==> config.mk <==
export PLATFORM = sky130hd
export DESIGN_NAME = field_queue
export DESIGN_NICKNAME = d
export VERILOG_FILES = /design/src/rtl/field_queue.sv
export SDC_FILE = /design/constraint.sdc
export NUM_CORES = 1
export LEC_CHECK = 0
export BUFFER_PORTS_ARGS = -buffer_cell sky130_fd_sc_hd__clkbuf_2
export CORE_AREA = 4 4 41 43
export DETAILED_ROUTE_END_ITERATION = 7
export DIE_AREA = 0 0 45 47
export PLACE_DENSITY = 0.66
export SYNTH_ARGS = -nofsm -noshare
export SYNTH_HDL_FRONTEND = slang
export SYNTH_SLANG_ARGS = --single-unit
==> constraint.sdc <==
create_clock -name clock -period 1.7 [get_ports clock]
set_input_delay 0.34 -clock clock [delete_from_list [all_inputs] [get_ports clock]]
set_output_delay 0.34 -clock clock [all_outputs]
set_load 0.01 [all_outputs]
==> src/rtl/field_queue.sv <==
// Ready/valid FIFO for one WIDTH-bit sideband field between interconnect stages.
// Optional FLOW (empty bypass) and PIPE (enq while full if deq fires) modes.
module field_queue #(
  parameter int unsigned WIDTH = 3,
  parameter int unsigned DEPTH = 2,
  parameter bit          FLOW  = 1'b0,
  parameter bit          PIPE  = 1'b0
) (
  input  logic                       clock,
  input  logic                       reset,
  input  logic                       enq_valid,
  output logic                       enq_ready,
  input  logic [WIDTH-1:0]           enq_bits,
  output logic                       deq_valid,
  input  logic                       deq_ready,
  output logic [WIDTH-1:0]           deq_bits,
  output logic [$clog2(DEPTH+1)-1:0] count
);

  localparam int unsigned PW  = (DEPTH > 1) ? $clog2(DEPTH) : 1;
  localparam int unsigned CW  = $clog2(DEPTH + 1);
  localparam int unsigned CWW = CW + 1;

  // Handshake: a word transfers on a side exactly in a cycle where its valid
  // and ready are both high at the rising edge; valid must not wait on ready.
  logic [WIDTH-1:0] mem [DEPTH];
  logic [PW-1:0]    enq_ptr, deq_ptr;
  logic             maybe_full;
  logic             ptr_match, empty, full, bypass;
  logic             do_enq, do_deq, wr_en, rd_en;
  logic [CW:0]      cnt_wide;

  assign ptr_match = (enq_ptr == deq_ptr);
  assign empty     = ptr_match && !maybe_full;
  assign full      = ptr_match && maybe_full;

  always_comb begin
    enq_ready = !full;
    deq_valid = !empty;
    deq_bits  = mem[deq_ptr];
    bypass    = 1'b0;
    if (FLOW && empty) begin
      deq_valid = enq_valid;
      deq_bits  = enq_bits;
      bypass    = deq_ready;
    end
    if (PIPE && full) begin
      enq_ready = deq_ready;
    end
  end

  assign do_enq = enq_valid && enq_ready;
  assign do_deq = deq_valid && deq_ready;
  // A bypassed word never touches storage, pointers or the full flag.
  assign wr_en  = do_enq && !bypass;
  assign rd_en  = do_deq && !bypass;

  always_ff @(posedge clock) begin
    if (reset) begin
      enq_ptr    <= '0;
      deq_ptr    <= '0;
      maybe_full <= 1'b0;
    end else begin
      if (wr_en) begin
        enq_ptr <= (enq_ptr == PW'(DEPTH - 1)) ? '0 : enq_ptr + PW'(1);
      end
      if (rd_en) begin
        deq_ptr <= (deq_ptr == PW'(DEPTH - 1)) ? '0 : deq_ptr + PW'(1);
      end
      if (wr_en != rd_en) begin
        maybe_full <= wr_en;
      end
    end
  end

  always_ff @(posedge clock) begin
    if (!reset && wr_en) begin
      mem[enq_ptr] <= enq_bits;
    end
  end

  always_comb begin
    if (ptr_match) begin
      cnt_wide = maybe_full ? CWW'(DEPTH) : '0;
    end else if (enq_ptr > deq_ptr) begin
      cnt_wide = CWW'(enq_ptr) - CWW'(deq_ptr);
    end else begin
      cnt_wide = CWW'(DEPTH) + CWW'(enq_ptr) - CWW'(deq_ptr);
    end
  end

  assign count = cnt_wide[CW-1:0];

endmodule

Word level (Yosys, flattened, before mapping):

Memory sizes are Yosys's and may differ from the RTL's. A register that Yosys moved wholly into a read port is not among the register bits.
Cells that the tools add are included.

* add/sub/neg operators: 5
* order comparisons: 1
* eq/ne operators: 2
* muxes and demuxes: 9
* reductions and logical operators: 9

Operator list (count)
* $mux 1: 6
* $mux 2: 3
* $logic_and 1x1->1: 5
* $logic_not 1->1: 4
* $add 1x1->1 const B: 2
* $add 2x1->2 const A: 1
* $sub 1x1->2: 1
* $sub 2x1->2: 1
* $eq 1x1->1: 1
* $gt 1x1->1: 1
* $ne 1x1->1: 1

* bits in registers: 3
* RAM bits: 6
* input port bits: 7
* memories kept: 1

Memory list
* mem: words 2, width 3, read ports 1, clocked after Yosys merged registers in 1, wr ports 1, line 26 `logic [WIDTH-1:0] mem [DEPTH];`

Longest topological paths before layout:

Gate-level depths: netlist of the first run.

* depth after elaboration: 7
* gate-level depth with buffers: 3

Worst setup path after synthesis of the first run:

OpenSTA, ideal clock, no wires.

* path kind: reg2reg
* start point: register maybe_full
* end point: memory mem[0][0], enable pin
* data arrival time: 906 ps
* slack: 420 ps
* cell stages (with the launch flop): 3
* path buffers: 0
* period minus slack after synthesis: 1280 ps
* cell sequence: dfxtp_1 > nor2b_1 > nor4b_1

* word-level cells in the longest chain between the ends: 6

RTL lines
* start: declaration: line 28 `logic maybe_full;`
* start signal: assignment: line 71 `maybe_full <= wr_en;`
* $logic_and 1x1->1: line 35 `assign full = ptr_match && maybe_full;`
* $logic_not 1->1: line 38 `enq_ready = !full;`
* $logic_and 1x1->1: line 52 `assign do_enq = enq_valid && enq_ready;`
* $logic_and 1x1->1: line 77 `if (!reset && wr_en) begin`
* $mux 1: line 77
* $mux 1 (not written as such): line 78 `mem[enq_ptr] <= enq_bits;`
* end: declaration: line 26

Every way passes these cells.

Worst setup path after layout of the first run:

* start point: register deq_ptr
* end point: output deq_valid

* word-level cells in the longest chain between the ends: 3

RTL lines
* start: declaration: line 27 `logic [PW-1:0] enq_ptr, deq_ptr;`
* start signal: assignment: line 68 `deq_ptr <= (deq_ptr == PW'(DEPTH - 1)) ? '0 : deq_ptr + PW'(1);`
* $eq 1x1->1: line 33 `assign ptr_match = (enq_ptr == deq_ptr);`
* $logic_and 1x1->1: line 34 `assign empty = ptr_match && !maybe_full;`
* $logic_not 1->1: line 39 `deq_valid = !empty;`
* end: declaration: line 14 `output logic deq_valid,`

Every way passes these cells.

==> flow_summary.toml, run 1 <==
[logic_synthesis]
share_of_the_synthesized_area_in_the_top_cell_type_pct = 42.5
yosysUniqueCellTypes = 18
ys_ff_latch = 10
post_syn_area_um2 = 424
synth_top_cell_by_area = "sky130_fd_sc_hd__edfxtp_1"
syn_avg_cell_area_um2 = 12.9
yosysSeqAreaShare_pct = 61.4
netlist_instances = 33
netlist_top_cells_area = "sky130_fd_sc_hd__edfxtp_1 (42%), sky130_fd_sc_hd__dfxtp_1 (19%), sky130_fd_sc_hd__mux2_2 (8.0%)"
ys_warn_count = 0
synth_nets = 40

[setup_path]
timing.critical_path.to_type = "primary output"
cp_data_required_time_ns = 1.36
timing.critical_path.slowest_stage_cell = "sky130_fd_sc_hd__dfxtp_1"
worst_path_largest_cell_delay_ns = 0.35
cp_startpoint_kind = "register"
crit_arrival_ns = 1.24
crit_path_max_fanout = 5
timing.critical_path.cells = "xnor2_2 -> or2b_1 -> clkbuf_2"
timing_worst_setup_path_type = "register to primary output"

[drt]
routed_wire_length_per_instance_um = 12.0
post_drt_via_cell_ratio = 4.70
detail_route.wirelength_um = 794
via_count = 310
drcViolationCount = 0
drtIter0Drc = 7
drtAntennaViolNets = 0
first_pass_iters = 4

[timing]
final_max_slew_viol_count = 0
maxSlewHeadroom_pct = 81.3
finalWorstSetupSlack_ns = 0.117
fin_worst_skew_ns = 0.00170
finalSetupTns_ns = 0
grt_setup_unrepaired = "false"
worstMarginPinSlew_ns = 0.276
final.hold.worst_slack_ns = 0.275
finalCritPeriodShare_pct = 93.1
hold_violations = 0
setup_viol_count_final = 0
final.min_clock_period_ns = 1.58
fmax_mhz = 632

[die]
die_area_mm2 = 0.00212
initial_core_util_pct = 32.6
io-pin-count = 14
coreArea_mm2 = 0.00130
die_height_um = 47
die_w_um = 45
row_count = 13

[clocking]
postCtsSetupBuffers = 0
clock_tree.root_cell = "sky130_fd_sc_hd__clkbuf_4"
htree_num_levels = 1
clkSlewWorstSetupHoldPaths_ns = 0.06
cts_hold_buf = 0
cts_max_path_buffers = 2
cts.sinks = 10
cts_resized = 0
clock_latency_ns = 0.26
tritoncts = "done"
cts_made_buffers = 3

[place]
routabilityCongestion = 0.696
placement_cell_area_um2 = 515
dpl_wire_length_um = 593
dp.cells = 62
placement.io_buffers = 13
post-place-ws_ns = 0.351

[power_and_ir_drop]
worst_ir_drop_vdd_uv = 791
power.static_leakage_nw = 0.230
power_per_cell_area_mw_per_mm2 = 988

[min_path]
min-delay-path-class = "primary input to register"

[finish]
instances_no_fill = 66
syn_to_final_growth_pct = 29.5
antennaDiodeCount = 0
n_fill_cell = 129
final_cell_mix = "sky130_fd_sc_hd__clkbuf_2 (13), sky130_fd_sc_hd__edfxtp_1 (6), sky130_fd_sc_hd__dfxtp_1 (4)"
layout.cells.most_common = "sky130_fd_sc_hd__clkbuf_2"
finalNetCount = 59
post-route-cell-area_um2 = 549
drive_above_1_share_pct = 43.1

[global_routing]
number_of_antenna_violations_at_the_first_check_in_global_routing = 0
grt_first_pass_wirelength_um = 1260
grt_use_total_pct = 8.80
grt_start_max_net_pins = 9
gr-total-overflow = 0
first_global_vias = 298

[outcome]
status = "complete, no violations"

[run]
max_cap_violations = 0
[kinds of logic (layout without fill, tap and decap cells)]
logic type | after synthesis | in the layout | synth area share, %
XOR/XNOR | 1 | 1 | 2.07
flip-flops | 10 | 10 | 61.4
AO/OA/AOI/OAI | 5 | 5 | 8.85
multiplexers | 3 | 3 | 7.96
buffers and inverters | 2 | 20 | 1.77
AND/OR/NAND/NOR | 12 | 12 | 18.0
[power breakdown]
part,internal [mW],switching (mW)
Combinational,0.0495,0.0472
Clock,0.0846,0.0757
Sequential,0.272,0.0138
Total,0.406,0.137
[critical path: cells and delay by family, from the launching register on]
kind | cells | cell delay, ns
flip-flops | 1 | 0.35
AND/OR/NAND/NOR | 1 | 0.25
XOR/XNOR | 1 | 0.25
buffers and inverters | 1 | 0.13
[cell type report]
type                            count  area (um^2)  share of cell area (%)
Sequential cell                    10          260                    47.4
Multi-Input combinational cell     21          164                    29.8
Timing Repair Buffer               14         72.6                    13.2
Clock buffer                        3         22.5                    4.10
Tap cell                           15         18.8                    3.42
Inverter                            2         7.51                    1.37
Clock inverter                      1         3.75                   0.683
[cells in the mapped netlist (all sizes together)]
library cell  n
inv           2
o21bai        1
or2           1
nor2          2
a211oi        2
edfxtp        6
xnor2         1
and4b         1
nor2b         1
a311oi        1
nand2         2
or2b          1
nor4b         1
and2          1
nand3b        2
dfxtp         4
a31oi         1
mux2          3
[sequential cells by signal, indices dropped and copies added (netlist names), named ones only]
register / cells
maybe_full: 1
enq_ptr: 1
deq_ptr: 1
mem: 6
[worst paths after layout]
path | from | to | slack (ns) | cells after the start
max reg2reg | maybe_full | mem[0][2] | 0.46 | 3
min | enq_bits[1] | mem[0][1] | 0.27 | 1
min reg2reg | maybe_full | maybe_full | 0.57 | 2
max | deq_ptr | deq_valid | 0.12 | 3
[metrics by stage]
step | power [mW] | util, %
final | 0.543 | 42.2
after global routing | 0.583 | 42.2
after CTS | 0.546 | 41.6
after detailed placement | 0.384 | 39.6
after global placement | 0.382 | 39.6
after floorplan | 0.343 | -
[per-layer routing]
layer,wire (um),GRT usage (%),part of all wire (%)
met1,334,10.8,42
met4,0,0,0
met5,0,0,0
met3,89,7.28,11
met2,371,12.7,47
(Power assumes the default switching activity.)
==> run 2: changes to the inputs <==
--- a/config.mk
+++ b/config.mk
@@ -7,4 +7,5 @@
 export LEC_CHECK = 0
 export BUFFER_PORTS_ARGS = -buffer_cell sky130_fd_sc_hd__clkbuf_2
+export CAP_MARGIN = 20
 export CORE_AREA = 4 4 41 43
 export DETAILED_ROUTE_END_ITERATION = 7
@@ -14,2 +15,3 @@
 export SYNTH_HDL_FRONTEND = slang
 export SYNTH_SLANG_ARGS = --single-unit
+export TNS_END_PERCENT = 30
==> constraint.sdc (replaced) <==
create_clock -name clock -period 1.7 [get_ports clock]
set_input_delay 0.34 -clock clock [delete_from_list [all_inputs] [get_ports clock]]
set_output_delay 0.34 -clock clock [all_outputs]
set_load 0.05 [all_outputs]
==> flow_summary.toml, run 2 (synthesized netlist as in run 1, its figures left out) <==
[outcome]
status = "complete, no violations"

[timing]
hold_violations = 0
setup_viol_count_final = 0
final.hold.worst_slack_ns = 0.276
final_max_slew_viol_count = 0
grt_setup_unrepaired = "false"
fin_worst_skew_ns = 0.000476
finalCritPeriodShare_pct = 96.1
final.min_clock_period_ns = 1.63
worstMarginPinSlew_ns = 0.264
maxSlewHeadroom_pct = 82.1
fmax_mhz = 612
finalSetupTns_ns = 0

[clocking]
cts_max_path_buffers = 2
clock_latency_ns = 0.26
htree_num_levels = 1
cts_hold_buf = 0
clkSlewWorstSetupHoldPaths_ns = 0.06
tritoncts = "done"
cts_made_buffers = 3
cts.sinks = 10
postCtsSetupBuffers = 0
clock_tree.root_cell = "sky130_fd_sc_hd__clkbuf_4"

[drt]
drtAntennaViolNets = 0
detail_route.wirelength_um = 769
drcViolationCount = 0
first_pass_iters = 3
post_drt_via_cell_ratio = 4.74
drtIter0Drc = 5
routed_wire_length_per_instance_um = 11.7
via_count = 313

[place]
dpl_wire_length_um = 618
placement.io_buffers = 13
routabilityCongestion = 0.701

[power_and_ir_drop]
finalPower_mw = 0.604
power_per_cell_area_mw_per_mm2 = 1100
power.static_leakage_nw = 0.229
worst_ir_drop_vdd_uv = 463

[setup_path]
critPathCapture = "deq_valid"
worst_r2r_startpoint = "maybe_full"
worstSetupStartpoint = "deq_ptr"
crit_path_max_fanout = 5
rrSetupSlack_ns = 0.47
critical_path.reg2reg.endpoint = "mem[0][1]"
crit_arrival_ns = 1.29
timing.critical_path.to_type = "primary output"
cp_startpoint_kind = "register"
worst_r2r_path_depth = 3
cp_data_required_time_ns = 1.36
timing_worst_setup_path_type = "register to primary output"

[run]
max_cap_violations = 0

[die]
coreArea_mm2 = 0.00130
initial_core_util_pct = 32.6
die_height_um = 47
die_area_mm2 = 0.00212
row_count = 13
io-pin-count = 14
die_w_um = 45

[global_routing]
grt_use_total_pct = 8.41
first_global_vias = 274
gr-total-overflow = 0
grt_first_pass_wirelength_um = 1170
number_of_antenna_violations_at_the_first_check_in_global_routing = 0
grt_start_max_net_pins = 9

[finish]
layout.cells.most_common = "sky130_fd_sc_hd__clkbuf_2"
syn_to_final_growth_pct = 29.8
finalNetCount = 59
max_reg_flops = 6
antennaDiodeCount = 0
final_cell_mix = "sky130_fd_sc_hd__clkbuf_2 (10), sky130_fd_sc_hd__edfxtp_1 (6)"
drive_above_1_share_pct = 45.1
regMostFlops = "mem"

[min_path]
min-delay-path-class = "primary input to register"
min_from = "enq_bits[1]"
-- run 2: what timing repair did --
item,CTS,global route
endpoints found under the setup margin,3,3
pin swaps,0,0
resized for setup,1,4
gates cloned,0,0
-- run 2: cell type report --
class | count | area, um^2
fillers | 133 | 751
flip-flops and latches | 10 | 262
multi-input cells | 21 | 164
repair buffers | 14 | 72.6
clock buffers | 3 | 22.5
well taps | 15 | 18.8
inverters | 2 | 7.51
clock inverters | 1 | 3.75
-- run 2: worst min path at each step --
stage | endpoint | slack [ns] | cells past startpoint
floorplan | maybe_full | 0.41 | 1
global placement | mem[0][1] | 0.54 | 1
detailed placement | mem[1][1] | 0.54 | 1
CTS | mem[0][1] | 0.27 | 1
global route | mem[0][1] | 0.26 | 1
finish | mem[1][1] | 0.28 | 1
-- run 2: per-stage QoR --
| stage | cell area (um^2) | setup slack [ns] | utilization, % | std cells |
|---|---|---|---|---|
| after global placement | 515 | 0.285 | 39.6 | 62 |
| after CTS | 549 | 0.0169 | 42.2 | 66 |
| after detailed placement | 515 | 0.236 | 39.6 | 62 |
| after global routing | 551 | 0.00103 | 42.3 | 66 |
| final | 551 | 0.0670 | 42.3 | 66 |
| after floorplan | 424 | 0.159 | - | 33 |
-- run 2: power by group --
group	total [mW]	switching (mW)	leakage, nW	internal, mW
Combinational	0.157	0.107	0.125	0.0498
Clock	0.160	0.0758	0.0154	0.0846
Sequential	0.287	0.0143	0.0885	0.272
Total	0.604	0.197	0.229	0.407
-- run 2: critical path: stages, from the launching register on --
cell and delay, ns:
sky130_fd_sc_hd__dfxtp_1 0.35, sky130_fd_sc_hd__xnor2_2 0.24, sky130_fd_sc_hd__or2b_1 0.24, sky130_fd_sc_hd__buf_2 0.21
-- run 2: metal layers --
| metal | track usage (%) | up-vias | share of wire [%] |
|---|---|---|---|
| met5 | 0 | - | 0 |
| met1 | 9.24 | 143 | 47 |
| met2 | 12.7 | 10 | 46 |
| li1 | - | 160 | - |
| met4 | 3.51 | 0 | 0 |
| met3 | 5.75 | 0 | 7.5 |
==> run 3: changes to the inputs <==
Settings changed: PLACE_DENSITY 0.66 to 0.69.
Clock period 1.7 ns to 1.4 ns, I/O delays scaled along.
==> flow_summary.toml, run 3 (synthesized netlist as in run 1, its figures left out) <==
[finish]
layout.cells.most_common = "sky130_fd_sc_hd__buf_8"
max_reg_flops = 6
syn_to_final_growth_pct = 61.7
regMostFlops = "mem"
drive_above_1_share_pct = 56.4
n_fill_cell = 125
ff_latch_area_um2 = 269
antennaDiodeCount = 0
area_of_the_multi_input_gates_um2 = 188
finalNetCount = 63
final_cell_mix = "sky130_fd_sc_hd__buf_8 (7), sky130_fd_sc_hd__clkbuf_2 (6), sky130_fd_sc_hd__edfxtp_1 (6)"
instances_no_fill = 70
final_core_util_pct = 52.7

[global_routing]
gr-total-overflow = 0
grt_first_pass_wirelength_um = 1520
grt_start_max_net_pins = 9
number_of_antenna_violations_at_the_first_check_in_global_routing = 0
grt_use_total_pct = 10.4
first_global_vias = 335

[drt]
detail_route.wirelength_um = 985
post_drt_via_cell_ratio = 4.69
drcViolationCount = 0
first_pass_iters = 2
drtAntennaViolNets = 0
via_count = 328
drtIter0Drc = 4
routed_wire_length_per_instance_um = 14.1

[timing]
worstMarginPinSlew_ns = 0.269
final.min_clock_period_ns = 1.52
finalCritPeriodShare_pct = 108
final_max_slew_viol_count = 0
finalWorstSetupSlack_ns = -0.116
grt_setup_unrepaired = "true"
fmax_mhz = 660
setup_viol_count_final = 3
maxSlewHeadroom_pct = 81.8
fin_worst_skew_ns = 0.00665
hold_violations = 0

[place]
placement.io_buffers = 13
routabilityCongestion = 0.659
dpl_wire_length_um = 613
dp.cells = 63

[power_and_ir_drop]
worst_ir_drop_vdd_uv = 613
power_per_cell_area_mw_per_mm2 = 1240
power.static_leakage_nw = 0.284

[min_path]
min-delay-path-class = "primary input to register"

[outcome]
violated_checks = "setup timing"
status = "finished with violations"

[die]
initial_core_util_pct = 32.6
die_area_mm2 = 0.00212
io-pin-count = 14
die_height_um = 47
row_count = 13
coreArea_mm2 = 0.00130
die_w_um = 45

[setup_path]
timing.critical_path.to_type = "primary output"
path_delay_family = "flip-flops"
crit_path_max_fanout = 3
timing.critical_path.buf_inv = 1
timing_worst_setup_path_type = "register to primary output"
rrSetupSlack_ns = 0.13
timing.critical_path.cells = "xnor2_4 -> or2b_1 -> buf_8"
worst_path_largest_cell_delay_ns = 0.37
cp_startpoint_kind = "register"
timing.critical_path.slowest_stage_cell = "sky130_fd_sc_hd__dfxtp_4"
crit_arrival_ns = 1.24
cp_data_required_time_ns = 1.12

[clocking]
clock_tree.root_cell = "sky130_fd_sc_hd__clkbuf_4"
clkSlewWorstSetupHoldPaths_ns = 0.07
cts_max_path_buffers = 2
cts.sinks = 10
cts_hold_buf = 0
clock_latency_ns = 0.26
cts_made_buffers = 3
tritoncts = "done"
htree_num_levels = 1

[run]
max_cap_violations = 0
## run 3: cell types whose count changed in the layout (fill, tap and decap cells not counted), sizes merged
cell      previous run  this run
buf                  4        12
inv                  2         1
clkbuf              13         9
clkinvlp             0         1
## run 3: worst register-to-register path, delay by kind of cell, from the launching register on
family,cells,cell delay (ns)
simple gates,2,0.42
flops,1,0.38
buf+inv,1,0.18
## run 3: final cells by class
| type | instances | area share, % |
|---|---|---|
| Sequential cell | 10 | 39.2 |
| Multi-Input combinational cell | 21 | 27.4 |
| Timing Repair Buffer | 18 | 25.2 |
| Clock buffer | 3 | 3.28 |
| Tap cell | 15 | 2.74 |
| Inverter | 2 | 1.64 |
| Clock inverter | 1 | 0.547 |
## run 3: per-layer routing
layer	part of all wire, %	up-vias	GRT usage [%]
li1	-	168	-
met1	42	150	11.7
met2	52	10	18.6
met3	5.8	0	3.45
met4	0	0	3.51
met5	0	-	0
## run 3: report_power, final
part	internal, mW	leakage [nW]	switching, mW
logic	0.140	0.179	0.158
registers	0.331	0.0897	0.0196
clock network	0.103	0.0154	0.0976
## run 3: path summary, 6_finish.rpt
path / from / cells after the start / endpoint
min: enq_bits[1] / 1 / mem[0][1]
min reg2reg: maybe_full / 2 / maybe_full
max: deq_ptr / 3 / deq_valid
max reg2reg: maybe_full / 3 / mem[0][2]
## run 3: timing repair
| item | CTS | global route |
|---|---|---|
| endpoints found under the setup margin | 7 | 7 |
| endpoints found under the hold margin | 0 | 0 |
| gates resized for setup | 17 | 14 |
| buffers inserted | 2 | 1 |
| pin swaps | 1 | 1 |
## run 3: metrics by stage
stage | setup slack (ns) | power (mW) | area, um^2 | setup TNS (ns) | hold WS [ns]
2_1_floorplan | 0.0224 | 0.501 | 437 | 0 | 0.349
3_3_place_gp | 0.0877 | 0.552 | 536 | 0 | 0.478
3_5_place_dp | 0.0598 | 0.554 | 536 | 0 | 0.482
4_1_cts | -0.0841 | 0.806 | 642 | -0.210 | 0.216
5_1_grt | -0.156 | 0.887 | 686 | -0.381 | 0.207
6_report | -0.116 | 0.848 | 686 | -0.210 | 0.214
